--- src/rtl/seq_detector_param_pkg.sv ---
// Shared defaults and FSM encoding for the serial sequence detector.
// Holds default pattern width/value, counter width and detector state enum.
package seq_detector_param_pkg;

  localparam int DEF_PATTERN_W = 4;
  localparam logic [3:0] DEF_PATTERN = 4'b1011;
  localparam int DEF_CNT_W = 8;

  typedef enum logic {
    FILLING = 1'b0,
    ARMED   = 1'b1
  } det_state_e;

endpackage

--- src/rtl/sat_counter.sv ---
// Saturating up-counter: holds at all-ones instead of wrapping.
// Ports: clk, rst (async active-low), inc, clr (sync), q, sat (q all-ones).
module sat_counter #(
  parameter int W = 8
) (
  input  logic         clk,
  input  logic         rst,
  input  logic         inc,
  input  logic         clr,
  output logic [W-1:0] q,
  output logic         sat
);

  assign sat = &q;

  always_ff @(posedge clk or negedge rst) begin
    if (!rst) begin
      q <= '0;
    end else if (clr) begin
      q <= '0;
    end else if (inc && !sat) begin
      q <= q + W'(1);
    end
  end

endmodule

--- src/rtl/seq_detector_param.sv ---
// Serial detector: pulses F when the last PATTERN_W valid bits equal pattern.
// Ports: clk, rst (async low), x_valid, x, pat_load, pat_in, overlap, F, match_cnt, cnt_sat.
module seq_detector_param
  import seq_detector_param_pkg::*;
#(
  parameter int                   PATTERN_W = DEF_PATTERN_W,
  parameter logic [PATTERN_W-1:0] PATTERN   = PATTERN_W'(DEF_PATTERN),
  parameter int                   CNT_W     = DEF_CNT_W
) (
  input  logic                 clk,
  input  logic                 rst,
  input  logic                 x_valid,
  input  logic                 x,
  input  logic                 pat_load,
  input  logic [PATTERN_W-1:0] pat_in,
  input  logic                 overlap,
  output logic                 F,
  output logic [CNT_W-1:0]     match_cnt,
  output logic                 cnt_sat
);

  localparam int FW = $clog2(PATTERN_W + 1);
  localparam logic [FW-1:0] FULL = FW'(PATTERN_W);

  logic [PATTERN_W-1:0] pattern, pattern_n;
  logic [PATTERN_W-1:0] hist, hist_n, hist_sh;
  logic [FW-1:0]        fill, fill_n, fill_inc;
  det_state_e           state, state_n;
  logic                 f_n;
  logic                 match;

  always_ff @(posedge clk or negedge rst) begin
    if (!rst) begin
      pattern <= PATTERN;
      hist    <= '0;
      fill    <= '0;
      state   <= FILLING;
      F       <= 1'b0;
    end else begin
      pattern <= pattern_n;
      hist    <= hist_n;
      fill    <= fill_n;
      state   <= state_n;
      F       <= f_n;
    end
  end

  // Once ARMED the window is full, so fill saturates.
  assign hist_sh  = {hist[PATTERN_W-2:0], x};
  assign fill_inc = (state == ARMED) ? fill : fill + FW'(1);

  always_comb begin
    pattern_n = pattern;
    hist_n    = hist;
    fill_n    = fill;
    f_n       = 1'b0;
    match     = 1'b0;
    unique case (1'b1)
      pat_load: begin
        pattern_n = pat_in;
        hist_n    = '0;
        fill_n    = '0;
      end
      x_valid && !pat_load: begin
        hist_n = hist_sh;
        match  = (fill_inc == FULL) && (hist_sh == pattern);
        f_n    = match;
        // Non-overlapping: demand a full fresh window.
        fill_n = (match && !overlap) ? '0 : fill_inc;
      end
      default: ;
    endcase
    state_n = (fill_n == FULL) ? ARMED : FILLING;
  end

  sat_counter #(
    .W(CNT_W)
  ) u_cnt (
    .clk (clk),
    .rst (rst),
    .inc (match),
    .clr (1'b0),
    .q   (match_cnt),
    .sat (cnt_sat)
  );

endmodule

--- config.mk ---
export PLATFORM = sky130hd
export DESIGN_NAME = seq_detector_param
export DESIGN_NICKNAME = d
export VERILOG_FILES = /design/src/rtl/seq_detector_param_pkg.sv /design/src/rtl/sat_counter.sv /design/src/rtl/seq_detector_param.sv
export SDC_FILE = /design/constraint.sdc
export NUM_CORES = 1
export LEC_CHECK = 0
export ABC_AREA = 1
export ABC_CLOCK_PERIOD_IN_PS = 3400
export CELL_PAD_IN_SITES_DETAIL_PLACEMENT = 0
export CELL_PAD_IN_SITES_GLOBAL_PLACEMENT = 2
export CORE_UTILIZATION = 32
export DETAILED_ROUTE_END_ITERATION = 8
export PLACE_DENSITY = 0.8
export SETUP_SLACK_MARGIN = 0.3
export SLEW_MARGIN = 20
export SYNTH_ARGS = -nofsm -noshare
export SYNTH_HDL_FRONTEND = slang
export SYNTH_SLANG_ARGS = --single-unit
export TNS_END_PERCENT = 20
--- constraint.sdc ---
create_clock -name clk -period 3.4 [get_ports clk]
set_input_delay 0.68 -clock clk [delete_from_list [all_inputs] [get_ports clk]]
set_output_delay 0.68 -clock clk [all_outputs]
set_load 0.02 [all_outputs]
Word-level counts from Yosys, hierarchy flattened --
Index checks and enable logic that the tools add are counted.
Storage, ports and cells: flip-flop bits (word level) 20, input port bits 10, output and inout port bits 10, word-level logic and storage cells 26
Cells by class: $add $sub $neg 2, equal/unequal tests 3, multiplexer cells 6, reductions and logical operators 9
Operators with widths (number):
- one-hot mux 3 bit (2 select lines) | 2
- adder 8 x 1 -> 8 bit (second input constant) | 1
- AND reduction 8 bit | 1
- == test 3 bit (second input constant) | 2
- 2-to-1 mux 3 bit | 2
- == test 4 bit | 1
- logical AND 1 bit | 4
- adder 3 x 1 -> 3 bit (second input constant) | 1
- zero test 1 bit | 3
- 2-to-1 mux 1 bit | 2
- nonzero test 2 bit | 1

Depth between registers and ports, before layout --
Gate-level depths: netlist of the first run.
word-level depth 9, depth in mapped cells 11, depth with buffers taken out 11

Cells and area by module --
Synthesis of the first run repeated with hierarchy kept, for this count alone.
Unflattened totals: cell total of the unflattened synthesis 145, area total of the unflattened synthesis 1146.1 µm²
Modules (own cells, without submodules):
- seq_detector_param | instances 1, cells each 76, area each 643.1 µm², seq. area each 304.0 µm²
- sat_counter | instances 1, cells each 69, area each 503.0 µm², seq. area each 200.2 µm²

Worst setup path before layout of the first run --
Ideal clock, no wire load.
kind reg2out, start register u_cnt.q[0], end output port cnt_sat, arrival time 1.368 ns, required time 2.720 ns, setup slack 1.352 ns, stages on the path, launching flop included 7, cell sequence dfrtp_1 ha_1 nand2_1 nand3b_1 nor2_2 nand2_4 inv_1
Between the ends: word-level cells in the longest chain between the ends 1
RTL lines:
- from (decl) | RTL line sat_counter.sv:10 | output logic [W-1:0] q,
- from (signal assigned) | RTL line sat_counter.sv:22 | q <= q + W'(1);
- AND reduction 8 bit | RTL line sat_counter.sv:14 | assign sat = &q;
- to (decl) | RTL line seq_detector_param.sv:19 | output logic cnt_sat
No other way between the ends.

Final worst setup path of the first run --
Same ends and word-level chain as after synthesis.

==> out/qor.csv, run 1 <==
metric,value,unit
slowest_stage,clkdlybuf4s50_1,
cp-start-kind,flop,
syn_to_final_growth,24.6,%
htree_num_levels,1,
synth_edf_count,0,
syn_inst,149,
dpl_worst_slack,0.917,ns
slew_violations,0,
tns,0,ns
period_needed,2.77,ns
layout.cells.non_filler,216,
routed_via_density,4.52,
hold_path_end,pattern[3],
reg2reg_slack,1.73,ns
whs_path_depth,2,
wl_per_cell,11.0,um
grt_max_degree,21,
cts_resized,0,
synth_cell_types,24,
rr_worst_depth,11,
grt_pass1_vias,959,
post-route-period-util,0.814,
syn_avg_cell_area,7.98,um2
async_flop_share,1.00,
cts_tree,yes,
rsz0062_at_grt,false,
wl,2.37,mm
hold_violations,0,
synth_warnings,0,
grt_pass1_wl,4.22,mm
syn-cell-area,1190,um2
clk_latency,0.26,ns
drtIter0Drc,54,
fin_worst_skew,0.00381,ns
r2r_start,fill[0],
hold_start,pattern[3],
setup_slack,0.632,ns
gp_congestion,0.731,
max_stage_delay,0.59,ns
end_kind,output port,
port_buffers,19,
leakage,0.760,nW
status,"finished, final reports clean",
hold_class,reg -> reg,
synthFlopType,dfrtp_1,
setup_viol,0,
post-route-drc-count,0,
post-cts-setup-buffers,0,
layout-drive-gt1-share,0.129,
relSlewSlack,0.413,
crit_required,2.72,ns
cts_buffer_depth,2,
final_antenna_net_count,0,
cts_sinks,20,
peakVddDrop,0.234,mV
ys_ff_latch,20,
routed-via-count,977,
synth_nets,161,
hold_slack,0.503,ns
die_x,62.9,um
fmax,0.361,GHz
initial_core_util,0.345,
ios,20,
tightestPinTransition,0.878,ns
p_per_area,342,nW/um2
cp_cell_sequence,ha_1 > nand2_1 > nand3b_1 > nor2_2 > nand2_4 > inv_1 > clkdlybuf4s50_1,
postCtsHoldBufs,0,
clk_pin_slew,0.08,ns
core-area,3440,um2
fin_nets,183,
ys_seq_area_frac,0.424,
root_buffer,clkbuf_8,
grt_overflow,0,
dp_hpwl,1.85,mm
drv_cap,0,
numCtsBuffers,3,
dieArea,3960,um2
die_h,62.9,um
finalPower,0.000506,W
crit_fanout,10,
grt_use_total,0.134,
rows,21,
crit_type,reg -> out,
r2r-end,u_cnt.q[3],
dr.pass1.iters,4,
arrival,2.09,ns
antenna_found_initial,0,
placed_cells,212,
antennaDiodeCount,0,
==> metal layers <==
| layer | share of wire | GRT usage | vias up | routed length, um |
|---|---|---|---|---|
| met3 | 0.024 | 0.0219 | 5 | 56 |
| met2 | 0.45 | 0.208 | 12 | 1070 |
| met4 | 0.016 | 0.0523 | 0 | 37 |
| met1 | 0.51 | 0.185 | 452 | 1200 |
| li1 | - | - | 508 | - |
| met5 | 0 | 0 | - | 0 |
==> cells in the final DEF, fill, tap and decap left out <==
cell type | Yosys | final
nand4_1 | 9 | 9
nand3b_1 | 1 | 1
clkbuf_8 | 0 | 4
mux2_2 | 3 | 3
nand3_4 | 1 | 1
nand2_1 | 43 | 43
nor2_8 | 1 | 1
o21ai_0 | 4 | 4
a21oi_1 | 1 | 1
nand2_2 | 4 | 4
ha_1 | 2 | 2
xor2_1 | 8 | 8
nor2_2 | 2 | 2
inv_2 | 3 | 3
clkdlybuf4s50_1 | 0 | 19
a22oi_1 | 2 | 2
xnor2_1 | 3 | 3
o22ai_1 | 2 | 2
nand2_4 | 1 | 1
dfstp_2 | 3 | 3
nor2_1 | 9 | 9
nand3_1 | 3 | 3
nor3_1 | 1 | 1
dfrtp_1 | 17 | 17
inv_1 | 24 | 24
==> logic make-up after synthesis <==
family                     count (synthesis)  share of synthesized area
and+or+nand+nor                           75                      0.307
buffers and inverters                     29                     0.0937
DFF                                       20                      0.424
xor gates and xnor gates                  11                     0.0811
AOI/OAI and AO/OA                          9                     0.0442
muxes                                      3                     0.0284
adders and majority gates                  2                     0.0210
==> metrics by stage <==
step,cell area (um2),util
global placement,1430,0.414
finish,1480,0.430
global route,1480,0.430
floorplan,1190,-
detailed placement,1430,0.414
CTS,1480,0.430
==> layout make-up <==
cell class | instances | area, um2
Inverter | 27 | 101
Multi-Input combinational cell | 100 | 573
Sequential cell | 20 | 504
Timing Repair Buffer | 19 | 190
Clock buffer | 4 | 55.1
Tap cell | 46 | 57.6
Fill cell | 366 | 1960
==> power by group <==
group	leakage (nW)	total [W]	internal, W	switching [W]
logic	0.467	0.0000656	0.0000289	0.0000367
registers	0.264	0.000257	0.000249	0.00000842
clock network	0.0288	0.000183	0.000103	0.0000803
total	0.760	0.000506	0.000381	0.000125
==> Yosys cell counts (2+ instances only) <==
cell	instances	area (um2)
buf_2	2	10.0
o22ai_1	2	12.5
nor2_1	9	33.8
nand3_1	3	15.0
inv_1	24	90.1
o21ai_0	4	20.0
mux2_2	3	33.8
dfrtp_1	17	425
dfstp_2	3	78.8
inv_2	3	11.3
nand2_2	4	25.0
xor2_1	8	70.1
nand2_1	43	161
xnor2_1	3	26.3
a22oi_1	2	15.0
nand4_1	9	56.3
ha_1	2	25.0
nor2_2	2	12.5
==> worst max-delay path, delay by kind of cell (launching register included) <==
family                     cells  cell delay, ns
DFF                            1            0.41
adders and majority gates      1            0.21
and+or+nand+nor                4            0.54
buffers and inverters          2            0.67
==> how the worst max path moves through the flow <==
stage	from	to	slack (ns)	depth (start not counted)
after floorplan	u_cnt.q[0]	cnt_sat	1.35	6
after global placement	u_cnt.q[0]	cnt_sat	0.96	7
after detailed placement	u_cnt.q[0]	cnt_sat	0.92	7
after CTS	u_cnt.q[0]	cnt_sat	0.62	7
after global routing	u_cnt.q[0]	cnt_sat	0.49	7
final	u_cnt.q[0]	cnt_sat	0.63	7
==> registers in the layout (all words and copies together), names as in the netlist <==
signal / flops
F: 1
fill: 3
hist: 3
pattern: 4
u_cnt.q: 8
state: 1
Power figures use the tool's default switching activity.
==> inputs of run 2 (changes only) <==
Settings changed: ABC_CLOCK_PERIOD_IN_PS 3400 to 2700, CORE_UTILIZATION 32 to 30, PLACE_DENSITY 0.8 to 0.76.
Clock period 3.4 ns to 2.7 ns, I/O delays scaled along.
==> run 2 against run 1 <==
Compared with the run above:
- sequential power is 26% higher
- critical path depth stayed put
- utilization is 3.1 points lower
- worst hold slack better by 0.010 ns
- die area is 6.5% higher
- cell count is 1.9% higher
- via count is 1.6% higher
- critical endpoint unchanged
==> out/qor.csv, run 2 (synthesized netlist as in run 1, its figures left out) <==
metric,value,unit
status,"finished, final reports clean",
rows,22,
dpl_worst_slack,0.341,ns
post-route-drc-count,0,
cts_sinks,20,
drtIter0Drc,22,
final_antenna_net_count,0,
largest_register_ffs,8,
die_x,64.9,um
grt_pass1_wl,4.39,mm
numCtsBuffers,3,
fmax,0.455,GHz
cp_cell_sequence,ha_1 > nand2_1 > nand3b_1 > nor2_2 > nand2_4 > inv_1 > clkbuf_2,
crit_required,2.16,ns
fin_worst_skew,0.00549,ns
htree_num_levels,1,
die_h,64.9,um
crit_fanout,10,
wl,2.41,mm
port_buffers,19,
grt_overflow,0,
period_needed,2.20,ns
tightestPinTransition,0.314,ns
layout_commonest_cell,nand2_1,
cp-start-kind,flop,
fillers,405,
mostFrequentLayoutCells,"nand2_1, inv_1, clkdlybuf4s50_1",
routed-via-count,993,
hold_class,reg -> reg,
gp_congestion,0.744,
drv_cap,0,
layout-drive-gt1-share,0.145,
syn_to_final_growth,25.7,%
setup_slack,0.503,ns
reg_top3,"u_cnt.q: 8 flops, pattern: 4 flops",
tns,0,ns
initial_core_util,0.318,
fin_nets,185,
core-area,3740,um2
hold_violations,0,
slowest_stage,dfrtp_1,
wl_per_cell,10.9,um
p_per_area,427,nW/um2
arrival,1.66,ns
regArea,504,um2
cts_buffer_depth,2,
setup_viol,0,
peakVddDrop,0.201,mV
grt_pass1_vias,1008,
rsz0062_at_grt,false,
dieArea,4220,um2
crit_type,reg -> out,
top_register,u_cnt.q,
grt_use_total,0.137,
antennaDiodeCount,0,
relSlewSlack,0.790,
max_stage_delay,0.41,ns
antenna_found_initial,0,
dr.pass1.iters,4,
routed_via_density,4.51,
cts_tree,yes,
clk_pin_slew,0.08,ns
post-cts-setup-buffers,0,
leakage,0.772,nW
grt_max_degree,21,
ios,20,
slew_violations,0,
clk_latency,0.26,ns
finalPower,0.000638,W
dp_hpwl,1.88,mm
end_kind,output port,
multi_input_area,573,um2
post-route-period-util,0.814,
root_buffer,clkbuf_8,
run 2: cell types whose count changed in the layout (fill, tap and decap cells not counted):
cell and change:
buf_4 +2, clkbuf_2 +1, clkdlybuf4s50_1 -1
run 2: metrics by stage:
stage | hold WS (ns) | cells | area, um2 | utilization
global placement | 0.484 | 216 | 1440 | 0.386
global route | 0.534 | 220 | 1490 | 0.399
detailed placement | 0.493 | 216 | 1440 | 0.386
finish | 0.513 | 220 | 1490 | 0.399
CTS | 0.506 | 220 | 1500 | 0.400
floorplan | 0.244 | 149 | 1190 | -
run 2: timing repair:
| item | CTS | global route |
|---|---|---|
| hold buffers | 0 | 0 |
| setup endpoints to repair | 1 | 1 |
| resized for setup | 1 | 2 |
run 2: path summary, 6_finish.rpt:
| path | from | to | slack, ns | cells past startpoint |
|---|---|---|---|---|
| max | u_cnt.q[0] | cnt_sat | 0.50 | 7 |
| min | pattern[3] | pattern[3] | 0.51 | 2 |
| max reg2reg | fill[0] | u_cnt.q[0] | 1.05 | 11 |
| min reg2reg | pattern[3] | pattern[3] | 0.51 | 2 |
| max in group asynchronous | rst | pattern[3] | 1.82 | 2 |
| min in group asynchronous | rst | u_cnt.q[0] | 0.61 | 2 |
run 2: final cells by class:
cell class | count | share of cell area
clock buffers | 4 | 0.0369
multi-input cells | 100 | 0.384
inverters | 27 | 0.0678
repair buffers | 21 | 0.134
flip-flops and latches | 20 | 0.338
well taps | 48 | 0.0402
run 2: routing by layer:
metal	share of wire	track usage
met1	0.50	0.188
met2	0.44	0.211
met3	0.048	0.0246
met4	0.016	0.0583
met5	0	0
run 2: power breakdown:
| group | leakage, nW | switching (W) | internal [W] |
|---|---|---|---|
| clock | 0.0288 | 0.0000996 | 0.000130 |
| sequential | 0.264 | 0.0000104 | 0.000313 |
| combinational | 0.478 | 0.0000463 | 0.0000383 |
run 2: worst max-delay path, delay by kind of cell (launching register included):
| kind | cells | cell delay (ns) |
|---|---|---|
| and+or+nand+nor | 4 | 0.54 |
| DFF | 1 | 0.41 |
| buffers and inverters | 2 | 0.23 |
| adders and majority gates | 1 | 0.21 |
==> inputs of run 3 (changes only) <==
Settings changed: ABC_CLOCK_PERIOD_IN_PS 2700 to 2200.
Clock period 2.7 ns to 2.2 ns, I/O delays scaled along.
==> run 3 against run 2 <==
Compared with the run above:
- sequential cell count is the same
- via count grew 0.40%
- global-route usage is 0.13 points higher
- worst hold slack got worse by 0.041 ns
- non-clock buffer count grew 7
==> out/qor.csv, run 3 (synthesized netlist as in run 1, its figures left out) <==
metric,value,unit
gp_congestion,0.762,
cts_sinks,20,
grt_pass1_wl,4.40,mm
tns,0,ns
relSlewSlack,0.725,
hold_class,in -> async,
ios,20,
crit_required,1.76,ns
finalPower,0.000794,W
slew_violations,0,
die_h,64.9,um
dpl_worst_slack,0.109,ns
fmax,0.537,GHz
max_stage_delay,0.36,ns
die_x,64.9,um
post-route-period-util,0.846,
wl,2.53,mm
reg_top3,"u_cnt.q: 8 flops, pattern: 4 flops",
htree_num_levels,1,
clk_latency,0.26,ns
layout.cells.non_filler,227,
path_delay_family,simple AND/OR/NAND/NOR gates,
layout-drive-gt1-share,0.196,
cts_buffer_depth,2,
postCtsHoldBufs,0,
rsz0062_at_grt,true,
initial_core_util,0.318,
drv_cap,0,
post-route-drc-count,0,
root_buffer,clkbuf_8,
fin_nets,192,
setup_slack,0.338,ns
routed_via_density,4.39,
end_kind,output port,
grt_max_degree,13,
cp_cell_sequence,ha_2 > nand2_2 > nand3b_1 > nor2_2 > nand2_4 > inv_2 > buf_6,
layout_commonest_cell,nand2_1,
grt_overflow,0,
peakVddDrop,0.254,mV
cts_tree,yes,
wl_per_cell,11.1,um
port_buffers,19,
drtIter0Drc,37,
period_needed,1.86,ns
status,"finished, final reports clean",
cp-start-kind,flop,
final_antenna_net_count,0,
core-area,3740,um2
p_per_area,510,nW/um2
crit_type,reg -> out,
tightestPinTransition,0.412,ns
clk_pin_slew,0.08,ns
numCtsBuffers,3,
placed_cells,220,
crit_fanout,2,
rows,22,
fin_worst_skew,0.00334,ns
leakage,0.802,nW
antenna_found_initial,0,
top_register,u_cnt.q,
dr.pass1.iters,4,
dieArea,4220,um2
arrival,1.42,ns
routed-via-count,997,
largest_register_ffs,8,
grt_pass1_vias,1006,
dp_hpwl,1.96,mm
hold_violations,0,
syn_to_final_growth,31.1,%
setup_viol,0,
worst-path-buf-inv,2,
grt_use_total,0.139,
antennaDiodeCount,0,
mostFrequentLayoutCells,"nand2_1, inv_1, clkdlybuf4s50_1",
slowest_stage,dfrtp_1,
[run 3: per-stage QoR]
stage / util / cell area [um2] / hold WS (ns)
2_1_floorplan: - / 1190 / 0.144
3_3_place_gp: 0.394 / 1470 / 0.484
3_5_place_dp: 0.394 / 1470 / 0.487
4_1_cts: 0.414 / 1550 / 0.488
5_1_grt: 0.416 / 1560 / 0.507
6_report: 0.416 / 1560 / 0.472
[run 3: worst paths after layout]
kind	from	slack [ns]	to	cells after the start
worst max-delay path	u_cnt.q[0]	0.34	cnt_sat	7
worst min-delay path	rst	0.47	hist[0]	1
worst max register to register	fill[0]	0.52	u_cnt.q[0]	11
worst min register to register	pattern[3]	0.50	pattern[3]	2
max in group asynchronous	rst	1.21	fill[2]	2
min in group clk	pattern[3]	0.50	pattern[3]	2
[run 3: timing repair]
item | 4_1_cts | 5_1_grt
buffers inserted | 2 | 1
setup endpoints to repair | 1 | 1
pin swaps | 2 | 1
resized for setup | 9 | 0
[run 3: area by class of cell]
type / instances / area (um2)
fill: 398 / 2190
timing repair buffer: 28 / 259
multi-input combinational: 100 / 578
clock buffer: 4 / 55.1
sequential: 20 / 504
tap: 48 / 60.1
inverter: 27 / 101
[run 3: routing by layer]
layer / track usage / routed length [um] / vias up
met3: 0.0246 / 61 / 5
met5: 0 / 0 / -
li1: - / - / 522
met2: 0.224 / 1080 / 14
met4: 0.0667 / 50 / 0
met1: 0.177 / 1340 / 456
[run 3: power breakdown]
group | switching (W) | internal, W | leakage (nW)
sequential | 0.0000123 | 0.000385 | 0.264
clock | 0.000130 | 0.000160 | 0.0288
combinational | 0.0000592 | 0.0000486 | 0.509
total | 0.000201 | 0.000593 | 0.802
